[config.mk]
export PLATFORM = sky130hd
export DESIGN_NAME = number_entry
export DESIGN_NICKNAME = d
export VERILOG_FILES = /design/src/rtl/entry_pkg.sv /design/src/rtl/rise_detect.sv /design/src/rtl/number_entry.sv
export SDC_FILE = /design/constraint.sdc
export NUM_CORES = 1
export LEC_CHECK = 0
export CORE_MARGIN = 8
export CORE_UTILIZATION = 55
export CTS_CLUSTER_SIZE = 28
export DETAILED_ROUTE_END_ITERATION = 10
export MAX_ROUTING_LAYER = met4
export PLACE_DENSITY_LB_ADDON = 0.1
export SLEW_MARGIN = 20
export SYNTH_ARGS = -nofsm -noshare
export SYNTH_HDL_FRONTEND = slang
export SYNTH_SLANG_ARGS = --single-unit
[constraint.sdc]
create_clock -name clk -period 10.4 [get_ports clk]
set_input_delay 1.04 -clock clk [delete_from_list [all_inputs] [get_ports clk]]
set_output_delay 1.04 -clock clk [all_outputs]
set_load 0.01 [all_outputs]
[src/rtl/entry_pkg.sv]
// Shared types, limits and the binary-to-BCD helper for the decimal operand-entry unit.
package entry_pkg;

  typedef enum logic [1:0] {
    IDLE  = 2'd0,
    ENTRY = 2'd1,
    DONE  = 2'd2
  } entry_state_t;

  localparam logic [9:0] MAX_POS     = 10'd127;
  localparam logic [9:0] MAX_NEG_MAG = 10'd128;
  localparam logic [1:0] MAX_DIGITS  = 2'd3;

  typedef struct packed {
    logic [3:0] hund;
    logic [3:0] tens;
    logic [3:0] units;
  } bcd_t;

  function automatic bcd_t to_bcd(input logic [7:0] v);
    bcd_t       b;
    logic [7:0] r;
    if (v >= 8'd200) begin
      b.hund = 4'd2;
      r      = v - 8'd200;
    end else if (v >= 8'd100) begin
      b.hund = 4'd1;
      r      = v - 8'd100;
    end else begin
      b.hund = 4'd0;
      r      = v;
    end
    b.tens  = 4'(r / 8'd10);
    b.units = 4'(r % 8'd10);
    return b;
  endfunction

endpackage

[src/rtl/rise_detect.sv]
// One-bit rising-edge detector; the history flop clears on reset.
module rise_detect (
  input  logic clk,
  input  logic reset,
  input  logic d,
  output logic pulse
);

  logic prev_q;
  logic prev_d;

  // Next history value is simply the current input level.
  always_comb begin
    prev_d = d;
  end

  // Input history register.
  always_ff @(posedge clk) begin
    if (reset) begin
      prev_q <= 1'b0;
    end else begin
      prev_q <= prev_d;
    end
  end

  assign pulse = d & ~prev_q;

endmodule

[src/rtl/number_entry.sv]
// Decimal operand-entry unit: builds a signed 8-bit value from digit/sign/enter/clear
// key strobes and echoes the in-progress magnitude as BCD.
module number_entry
  import entry_pkg::*;
(
  input  logic       clk,
  input  logic       reset,
  input  logic [3:0] digit,
  input  logic       digit_key,
  input  logic       sign_key,
  input  logic       enter_key,
  input  logic       clear_key,
  output logic [7:0] num,
  output logic       num_valid,
  output logic       cur_neg,
  output logic [3:0] cur_hund,
  output logic [3:0] cur_tens,
  output logic [3:0] cur_units,
  output logic [1:0] ndigits,
  output logic       err
);

  logic dig_p, sgn_p, ent_p, clr_p;

  rise_detect u_dig (.clk(clk), .reset(reset), .d(digit_key), .pulse(dig_p));
  rise_detect u_sgn (.clk(clk), .reset(reset), .d(sign_key),  .pulse(sgn_p));
  rise_detect u_ent (.clk(clk), .reset(reset), .d(enter_key), .pulse(ent_p));
  rise_detect u_clr (.clk(clk), .reset(reset), .d(clear_key), .pulse(clr_p));

  entry_state_t state_q, state_d;
  logic [7:0]   mag_q, mag_d;
  logic         neg_q, neg_d;
  logic [1:0]   nd_q, nd_d;
  logic         err_q, err_d;
  logic [7:0]   num_q, num_d;
  logic         num_valid_q, num_valid_d;

  logic [7:0]   base_mag;
  logic         base_neg;
  logic [1:0]   base_nd;
  logic [9:0]   cand;
  logic [9:0]   limit;
  logic         dig_ok;
  bcd_t         bcd_s;

  // Next-state logic: one request per cycle, clear > enter > sign > digit.
  always_comb begin
    state_d     = state_q;
    mag_d       = mag_q;
    neg_d       = neg_q;
    nd_d        = nd_q;
    err_d       = err_q;
    num_d       = num_q;
    num_valid_d = 1'b0;

    // A digit after a commit starts over from an empty entry in the same cycle.
    if (state_q == DONE) begin
      base_mag = 8'd0;
      base_neg = 1'b0;
      base_nd  = 2'd0;
    end else begin
      base_mag = mag_q;
      base_neg = neg_q;
      base_nd  = nd_q;
    end
    cand   = ({2'b00, base_mag} << 3) + ({2'b00, base_mag} << 1) + {6'd0, digit};
    limit  = base_neg ? MAX_NEG_MAG : MAX_POS;
    dig_ok = (digit <= 4'd9) && (base_nd < MAX_DIGITS) && (cand <= limit);

    if (clr_p) begin
      state_d = IDLE;
      mag_d   = 8'd0;
      neg_d   = 1'b0;
      nd_d    = 2'd0;
      err_d   = 1'b0;
    end else if (ent_p) begin
      if (state_q == ENTRY) begin
        num_d       = neg_q ? (~mag_q + 8'd1) : mag_q;
        num_valid_d = 1'b1;
        err_d       = 1'b0;
        state_d     = DONE;
      end else begin
        err_d = 1'b1;
      end
    end else if (sgn_p) begin
      case (state_q)
        DONE: begin
          state_d = IDLE;
          mag_d   = 8'd0;
          neg_d   = 1'b1;
          nd_d    = 2'd0;
        end
        IDLE, ENTRY: begin
          if (neg_q && ({2'b00, mag_q} == MAX_NEG_MAG)) begin
            err_d = 1'b1;
          end else begin
            neg_d = ~neg_q;
          end
        end
        default: begin
          state_d = IDLE;
        end
      endcase
    end else if (dig_p) begin
      if (dig_ok) begin
        mag_d   = cand[7:0];
        neg_d   = base_neg;
        nd_d    = base_nd + 2'd1;
        err_d   = 1'b0;
        state_d = ENTRY;
      end else begin
        err_d = 1'b1;
      end
    end else begin
      num_valid_d = 1'b0;
    end
  end

  // State and output registers; reset also zeroes the committed value.
  always_ff @(posedge clk) begin
    if (reset) begin
      state_q     <= IDLE;
      mag_q       <= 8'd0;
      neg_q       <= 1'b0;
      nd_q        <= 2'd0;
      err_q       <= 1'b0;
      num_q       <= 8'd0;
      num_valid_q <= 1'b0;
    end else begin
      state_q     <= state_d;
      mag_q       <= mag_d;
      neg_q       <= neg_d;
      nd_q        <= nd_d;
      err_q       <= err_d;
      num_q       <= num_d;
      num_valid_q <= num_valid_d;
    end
  end

  assign bcd_s     = to_bcd(mag_q);
  assign cur_hund  = bcd_s.hund;
  assign cur_tens  = bcd_s.tens;
  assign cur_units = bcd_s.units;
  assign num       = num_q;
  assign num_valid = num_valid_q;
  assign cur_neg   = neg_q;
  assign ndigits   = nd_q;
  assign err       = err_q;

endmodule
==> results of run 1 <==
==> flip-flops by register name, summed over array words and instances, names as in the netlist, 2 cells and up <==
signal and flops:
mag_q 8, ndigits 2, num 8, state_q 2
==> power by group <==
group / switching [mW] / internal (mW)
combinational: 0.0368 / 0.0286
clock: 0.0322 / 0.0268
sequential: 0.00326 / 0.106
total: 0.0722 / 0.161
==> worst paths after layout <==
check,end,slack [ps],depth (start not counted)
hold reg to reg,num[5],490,2
hold / removal,num[5],490,2
setup / recovery,cur_units[2],5230,12
setup reg to reg,mag_q[2],5920,18
==> per-stage QoR <==
| stage | hold WS [ps] | setup slack [ps] |
|---|---|---|
| after floorplan | 486 | 6330 |
| after global placement | 468 | 5470 |
| after detailed placement | 476 | 5450 |
| after CTS | 492 | 5280 |
| after global routing | 530 | 4870 |
| final | 485 | 5230 |
==> cell type report <==
cell class	instances	area, um2
clock inverters	1	5.00
flip-flops and latches	27	541
repair buffers	32	320
fillers	489	1860
well taps	70	87.6
clock buffers	3	41.3
inverters	22	85.1
multi-input cells	299	2200
==> per-layer routing <==
layer	vias to the layer above	wire [um]	GRT usage	share of wire
li1	1381	-	-	-
met1	1336	3330	0.262	0.47
met2	121	3280	0.307	0.46
met3	13	435	0.0184	0.061
met4	0	108	0.0589	0.015
met5	-	0	-	0
==> worst register-to-register path, stage by stage (launching register included) <==
cell and delay [ps]:
dfxtp_1 430, nand2b_1 290, and2_1 320, fa_1 540
inv_1 60, fa_1 490, nor2b_4 140, o21ai_2 60
a21boi_1 210, nor2_1 120, ha_1 340, nand3_1 90
nor2_1 50, nand2_1 60, o21ai_0 70, o211ai_1 310
a211oi_2 90, o21ai_1 520, a32o_1 270
==> layout by cell type, fill, tap and decap left out, types with 10 or more instances in the layout <==
cell type / instances
nor3_1: 10
nand2_1: 34
clkdlybuf4s50_1: 32
nor2b_1: 10
inv_1: 21
and2_1: 10
xnor2_1: 11
ha_1: 31
dfxtp_1: 27
o21ai_0: 17
a21oi_1: 16
nor2_1: 26
a32o_1: 10
==> kinds of logic (layout without fill, tap and decap cells) <==
kind of cell	after synthesis	in the layout	synth area share
AND/OR/NAND/NOR	131	131	0.235
buffers and inverters	41	58	0.0653
adder cells (fa/ha/maj)	33	33	0.146
multiplexers	3	3	0.0102
AO/OA/AOI/OAI	115	115	0.308
XOR/XNOR	15	15	0.0500
flip-flops	27	27	0.184
other	1	2	0.00128
==> flow_summary_export.csv, run 1 <==
group,metric,value,unit
clock_network,holdBufCountCts,0,
sta,rsz0062_at_grt,"false",
floorplanning,dieHeight,89.0,um
sta,worstMarginPinSlew,825,ps
clock_network,cts_tree,"built",
sta,finalMaxSlewViolations,0,
placement,place_area,3240,um2
floorplanning,coreArea,5140,um2
clock_network,cts_resized,0,
logic_synthesis,yosysTopAreaCell,"dfxtp_1",
sta,setup_violations,0,
logic_synthesis,synthCells,366,
drt,drtAntennaViolNets,0,
sta,period_needed,5170,ps
hold_path,hold_class,"reg2reg",
final_layout,fin_nets,428,
floorplanning,ios,35,
final_layout,drive_above_1_share,0.0859,
sta,hold_viol,0,
clock_network,cts_setup_buffers,0,
placement,dp_hpwl,5590,um
final_layout,finish.utilization,0.639,
outcome,status,"finished, final reports clean",
flow_run,maxCapViolations,0,
global_route,grt_pass1_wl,12500,um
floorplanning,initial_utilization,0.570,
logic_synthesis,ys_ff_latch,27,
logic_synthesis,yosys_most_used_dff,"dfxtp_1",
drt,firstDrtPassIters,5,
setup_path,critPathLaunch,"mag_q[1]",
drt,drtIter0Drc,230,
clock_network,cts_root_buf,"clkbuf_8",
logic_synthesis,yosys_warnings,0,
global_route,antenna_found_initial,0,
logic_synthesis,postSynthAreaPerCell,8.01,um2
hold_path,worstHoldStart,"num[5]",
logic_synthesis,yosys.cell_count.top_type,"nand2_1",
sta,max_freq,193,MHz
sta,slew_headroom,0.448,
logic_synthesis,async_flop_share,0,
power_and_ir_drop,p_total,0.233,mW
setup_path,crit_buf_inv,3,
floorplanning,rows,26,
logic_synthesis,synthTopCellsByCount,"nand2_1 (34), ha_1 (31), dfxtp_1 (27)",
setup_path,path_max_fanout,16,
clock_network,cts.sinks,27,
setup_path,arrival,4130,ps
floorplanning,die_w,89.0,um
setup_path,crit_slowest_cell,"dfxtp_1",
setup_path,cp-end-kind,"output port",
sta,finalSetupTns,0,ps
logic_synthesis,ys_types,74,
global_route,grt_max_degree,17,
clock_network,cts_buffers,3,
setup_path,worstSetupPathType,"reg2out",
power_and_ir_drop,p_leak,1.33,nW
drt,viasPerCell,6.28,
power_and_ir_drop,power_density,71.1,nW/um2
clock_network,cts_htree_levels,1,
drt,via_count,2851,
logic_synthesis,synth_top_area_frac,0.184,
final_layout,areaGrowthSynthToFinish,12.0,%
drt,drc_errors,0,
clock_network,clkLatencyLatePin,270,ps
placement,place_congestion,0.960,
global_route,grt_pass1_vias,2687,
setup_path,slowest_delay,680,ps
placement,io_buffers,32,
logic_synthesis,synth-edff-count,0,
sta,period_share,0.497,
clock_network,clk_path_buf_depth,2,
drt,routedWlPerCell,15.8,um
power_and_ir_drop,irDropWorstVdd,0.0487,mV
placement,placed_cells,450,
setup_path,crit_chain,"inv_1 -> ha_1 -> a2111oi_2 -> or2_4 -> inv_4 -> o2bb2ai_4 -> nor2_1 -> nand2_1 -> a211oi_1 -> o31ai_1 -> a2bb2oi_1 -> clkdlybuf4s50_1",
setup_path,reg2reg_from,"state_q[1]",
global_route,grtUsageTotal,0.197,
final_layout,instances_no_fill,454,
sta,finClkSkew,4.26,ps
final_layout,stdcell_area,3280,um2
logic_synthesis,ys_top_cells_by_area,"dfxtp_1 (18%), ha_1 (13%), nand2_1 (4.4%), a32o_1 (3.4%), nor2_1 (3.3%)",
setup_path,start_kind,"flip-flop",
logic_synthesis,seq_area_frac_synth,0.184,
final_layout,antenna_cells,0,
floorplanning,die-area,7920,um2
global_route,gr-total-overflow,0,
setup_path,crit_required,9360,ps
drt,totalWireLength,7160,um
clock_network,path_clk_slew,90,ps
logic_synthesis,syn_area,2930,um2
setup_path,critical_path.top_delay_family,"compound AO/OA/AOI/OAI gates",
Power figures use the tool's default switching activity.
==> run 2: changes to the inputs <==
==> constraint.sdc (replaced) <==
create_clock -name clk -period 4.9 [get_ports clk]
set_input_delay 0.49 -clock clk [delete_from_list [all_inputs] [get_ports clk]]
set_output_delay 0.49 -clock clk [all_outputs]
set_load 0.01 [all_outputs]
==> run 2 against run 1 <==
Net effect:
- sequential share of layout area shrank 0.28 points
- largest power group unchanged
- core utilization grew 1.1 points
- clock power increased by 130%
- worst setup slack worse by 4600 ps
- highest routed layer unchanged
- power up 120%
- register-to-register slack worse by 5300 ps
- clock skew rose by 4.6 ps
- flip-flop and latch count unchanged
- design area is 1.7% higher
==> flow_summary_export.csv, run 2 (same netlist as run 1, synthesis figures left out) <==
group,metric,value,unit
setup_path,r2r.worst_path.cells,18,
placement,io_buffers,32,
power_and_ir_drop,p_total,0.508,mW
floorplanning,ios,35,
final_layout,final_cell_mix,"nand2_1 (34), clkdlybuf4s50_1 (32), ha_1 (31), dfxtp_1 (27), nor2_1 (26)",
clock_network,cts_buffers,3,
global_route,grt_pass1_vias,2634,
setup_path,worstSetupPathType,"reg2out",
floorplanning,coreArea,5140,um2
global_route,grt_pass1_wl,12300,um
global_route,antenna_found_initial,0,
flow_run,maxCapViolations,0,
drt,routedWlPerCell,15.8,um
clock_network,cts_resized,0,
placement,place_ws,603,ps
clock_network,holdBufCountCts,0,
setup_path,start_kind,"flip-flop",
placement,dp_hpwl,5770,um
clock_network,cts_htree_levels,1,
clock_network,path_clk_slew,90,ps
hold_path,hold_class,"reg2reg",
floorplanning,rows,26,
final_layout,final_common_cell,"nand2_1",
placement,place_congestion,0.908,
power_and_ir_drop,irDropWorstVdd,0.141,mV
final_layout,drive_above_1_share,0.102,
floorplanning,die-area,7920,um2
global_route,grt_max_degree,18,
drt,drtIter0Drc,213,
drt,firstDrtPassIters,5,
clock_network,clkLatencyLatePin,280,ps
sta,setup_ws,587,ps
sta,max_freq,232,MHz
sta,hold_viol,0,
final_layout,fin_nets,435,
drt,drtAntennaViolNets,0,
setup_path,path_max_fanout,13,
sta,period_share,0.880,
sta,setup_violations,0,
sta,period_needed,4310,ps
floorplanning,dieHeight,89.0,um
final_layout,n_fill_cell,473,
outcome,status,"finished, final reports clean",
clock_network,cts.sinks,27,
power_and_ir_drop,power_density,152,nW/um2
final_layout,regArea,541,um2
sta,finalSetupTns,0,ps
clock_network,cts_setup_buffers,0,
sta,finalMaxSlewViolations,0,
floorplanning,initial_utilization,0.570,
drt,viasPerCell,6.05,
setup_path,cp-end-kind,"output port",
drt,totalWireLength,7280,um
global_route,grtUsageTotal,0.196,
sta,worstMarginPinSlew,799,ps
sta,finClkSkew,8.89,ps
final_layout,areaGrowthSynthToFinish,13.9,%
drt,drc_errors,0,
sta,rsz0062_at_grt,"false",
drt,via_count,2790,
sta,slew_headroom,0.465,
setup_path,crit_required,4410,ps
clock_network,clk_path_buf_depth,2,
power_and_ir_drop,p_leak,1.37,nW
hold_path,hold_depth,2,
floorplanning,die_w,89.0,um
clock_network,cts_tree,"built",
clock_network,cts_root_buf,"clkbuf_8",
final_layout,multiInputGateArea,2200,um2
sta,holdWs,489,ps
global_route,gr-total-overflow,0,
final_layout,antenna_cells,0,
setup_path,arrival,3820,ps
[run 2: cell count changes in the layout (fill, tap and decap cells not counted)]
cell,delta
inv_6,+1
buf_4,+7
clkinv_2,-1
[run 2: final cells by class]
class	count	share of cell area
Tap cell	70	0.0262
Inverter	22	0.0255
Multi-Input combinational cell	299	0.660
Clock buffer	3	0.0124
Clock inverter	1	0.00262
Sequential cell	27	0.162
Timing Repair Buffer	39	0.112
[run 2: per-stage QoR]
step                       util  cells  area [um2]
final                     0.649    461        3340
after global routing      0.649    461        3340
after CTS                 0.649    461        3340
after detailed placement  0.640    457        3290
after global placement    0.640    457        3290
after floorplan               -    367        2930
[run 2: worst max-delay path: stages, from the launching register on]
cell,delay (ps)
dfxtp_1,510
inv_1,110
ha_1,290
a2111oi_2,370
or2_4,220
o21ai_2,100
xnor2_2,550
nor2_1,260
a22o_1,290
a21oi_1,150
a2bb2oi_1,160
clkdlybuf4s50_1,550
[run 2: power breakdown]
group	leakage (nW)	total (mW)	internal [mW]	switching, mW
logic	1.12	0.143	0.0634	0.0793
clock network	0.0261	0.134	0.0598	0.0747
registers	0.219	0.231	0.225	0.00594
total	1.37	0.508	0.348	0.160
[run 2: routing by layer]
metal | vias to the layer above | GRT usage | part of all wire
li1 | 1397 | - | -
met1 | 1296 | 0.246 | 0.46
met2 | 91 | 0.330 | 0.47
met3 | 6 | 0.0193 | 0.060
met4 | 0 | 0.0468 | 0.011
met5 | - | - | 0
[run 2: final timing paths]
check,from,to,slack (ps)
worst max register to register,state_q[1],mag_q[3],650
worst min register to register,num[5],num[5],490
worst min-delay path,num[5],num[5],490
worst max-delay path,mag_q[0],cur_units[2],590
==> run 3: changes to the inputs <==
--- a/config.mk
+++ b/config.mk
@@ -5,7 +5,7 @@
 export SDC_FILE = /design/constraint.sdc
 export NUM_CORES = 1
 export LEC_CHECK = 0
-export CORE_MARGIN = 8
+export CORE_MARGIN = 5
 export CORE_UTILIZATION = 55
 export CTS_CLUSTER_SIZE = 28
 export DETAILED_ROUTE_END_ITERATION = 10
==> run 3 against run 2 <==
Net effect:
- worst setup slack worse by 24 ps
- largest cell class unchanged
- flip-flop and latch count unchanged
- largest power group unchanged
- sequential share of layout area about the same
==> flow_summary_export.csv, run 3 (same netlist as run 1, synthesis figures left out) <==
group,metric,value,unit
drt,drc_errors,0,
placement,placed_cells,457,
clock_network,cts.sinks,27,
final_layout,areaGrowthSynthToFinish,13.9,%
global_route,grtUsageTotal,0.208,
sta,period_share,0.885,
setup_path,cp-end-kind,"output port",
placement,io_buffers,32,
setup_path,crit_slowest_cell,"clkdlybuf4s50_1",
floorplanning,dieHeight,83.0,um
power_and_ir_drop,irDropWorstVdd,0.0977,mV
final_layout,stdcell_area,3340,um2
drt,totalWireLength,7140,um
sta,finalMaxSlewViolations,0,
global_route,grt_pass1_vias,2545,
clock_network,cts_resized,0,
clock_network,cts_root_buf,"clkbuf_8",
final_layout,final_cell_mix,"nand2_1 (34), clkdlybuf4s50_1 (32), ha_1 (31), dfxtp_1 (27), nor2_1 (26)",
sta,rsz0062_at_grt,"false",
floorplanning,initial_utilization,0.570,
clock_network,clkLatencyLatePin,280,ps
drt,drtAntennaViolNets,0,
global_route,antenna_found_initial,0,
global_route,grt_pass1_wl,12100,um
power_and_ir_drop,p_leak,1.36,nW
drt,via_count,2763,
global_route,gr-total-overflow,0,
sta,slew_headroom,0.478,
clock_network,cts_htree_levels,1,
placement,dp_hpwl,5640,um
setup_path,path_max_fanout,13,
hold_path,hold_class,"reg2reg",
clock_network,path_clk_slew,100,ps
floorplanning,die-area,6890,um2
placement,place_area,3290,um2
sta,worstMarginPinSlew,780,ps
drt,routedWlPerCell,15.5,um
setup_path,reg2reg_slack,640,ps
power_and_ir_drop,power_density,151,nW/um2
drt,viasPerCell,5.99,
final_layout,instances_no_fill,461,
setup_path,start_kind,"flip-flop",
sta,max_freq,231,MHz
clock_network,cts_tree,"built",
clock_network,cts_buffers,3,
sta,hold_viol,0,
setup_path,crit_required,4410,ps
flow_run,maxCapViolations,0,
final_layout,antenna_cells,0,
sta,setup_violations,0,
placement,place_congestion,0.944,
global_route,grt_max_degree,17,
floorplanning,rows,26,
final_layout,drive_above_1_share,0.102,
floorplanning,ios,35,
drt,firstDrtPassIters,5,
setup_path,crit_chain,"inv_1 -> ha_1 -> a2111oi_2 -> or2_4 -> o21ai_2 -> xnor2_2 -> nand2_1 -> o32ai_1 -> a221oi_1 -> o211ai_1 -> clkdlybuf4s50_1",
clock_network,clk_path_buf_depth,2,
sta,finClkSkew,10.1,ps
sta,holdWs,486,ps
floorplanning,die_w,83.0,um
sta,finalSetupTns,0,ps
sta,period_needed,4340,ps
final_layout,final_common_cell,"nand2_1",
setup_path,arrival,3850,ps
drt,drtIter0Drc,163,
setup_path,slowest_delay,570,ps
outcome,status,"finished, final reports clean",
setup_path,worstSetupPathType,"reg2out",
clock_network,cts_setup_buffers,0,
final_layout,fin_nets,435,
floorplanning,coreArea,5140,um2
clock_network,holdBufCountCts,0,
[run 3: changes by cell type in the layout (fill, tap and decap cells not counted)]
cell,before,now
inv_6,1,0
clkinvlp_4,0,1
[run 3: where the power goes]
group	switching, mW	leakage [nW]	internal, mW
clock network	0.0713	0.0217	0.0577
logic	0.0791	1.12	0.0635
registers	0.00607	0.219	0.225
[run 3: layout make-up]
type / instances / area [um2]
clock buffer: 3 / 41.3
clock inverter: 1 / 7.51
fill: 483 / 1800
inverter: 22 / 85.1
multi-input combinational: 299 / 2200
sequential: 27 / 541
tap: 70 / 87.6
timing repair buffer: 39 / 373
[run 3: metrics by stage]
stage                      util  worst slack, ps  power, mW
after CTS                 0.649              623      0.501
after global placement    0.640              672      0.375
after floorplan               -             1040      0.333
after detailed placement  0.640              568      0.377
after global routing      0.649              326      0.526
final                     0.649              563      0.502
[run 3: critical path: cells and delay by family, from the launching register on]
kind / cells / cell delay (ps)
AO/OA/AOI/OAI: 5 / 1130
buffers and inverters: 2 / 680
XOR/XNOR: 1 / 520
flip-flops: 1 / 490
AND/OR/NAND/NOR: 2 / 460
adder cells (fa/ha/maj): 1 / 280
[run 3: path summary, 6_finish.rpt]
check,cells after the start,startpoint,endpoint
max,11,mag_q[0],cur_tens[0]
min,2,num[6],num[6]
max reg2reg,15,state_q[1],mag_q[3]
min reg2reg,2,num[6],num[6]
[run 3: layer usage]
layer,routed length [um],global-route usage,vias up
met4,140,0.0639,0
met2,3240,0.332,102
met5,0,-,-
met1,3370,0.279,1251
li1,-,-,1396
met3,385,0.0168,14
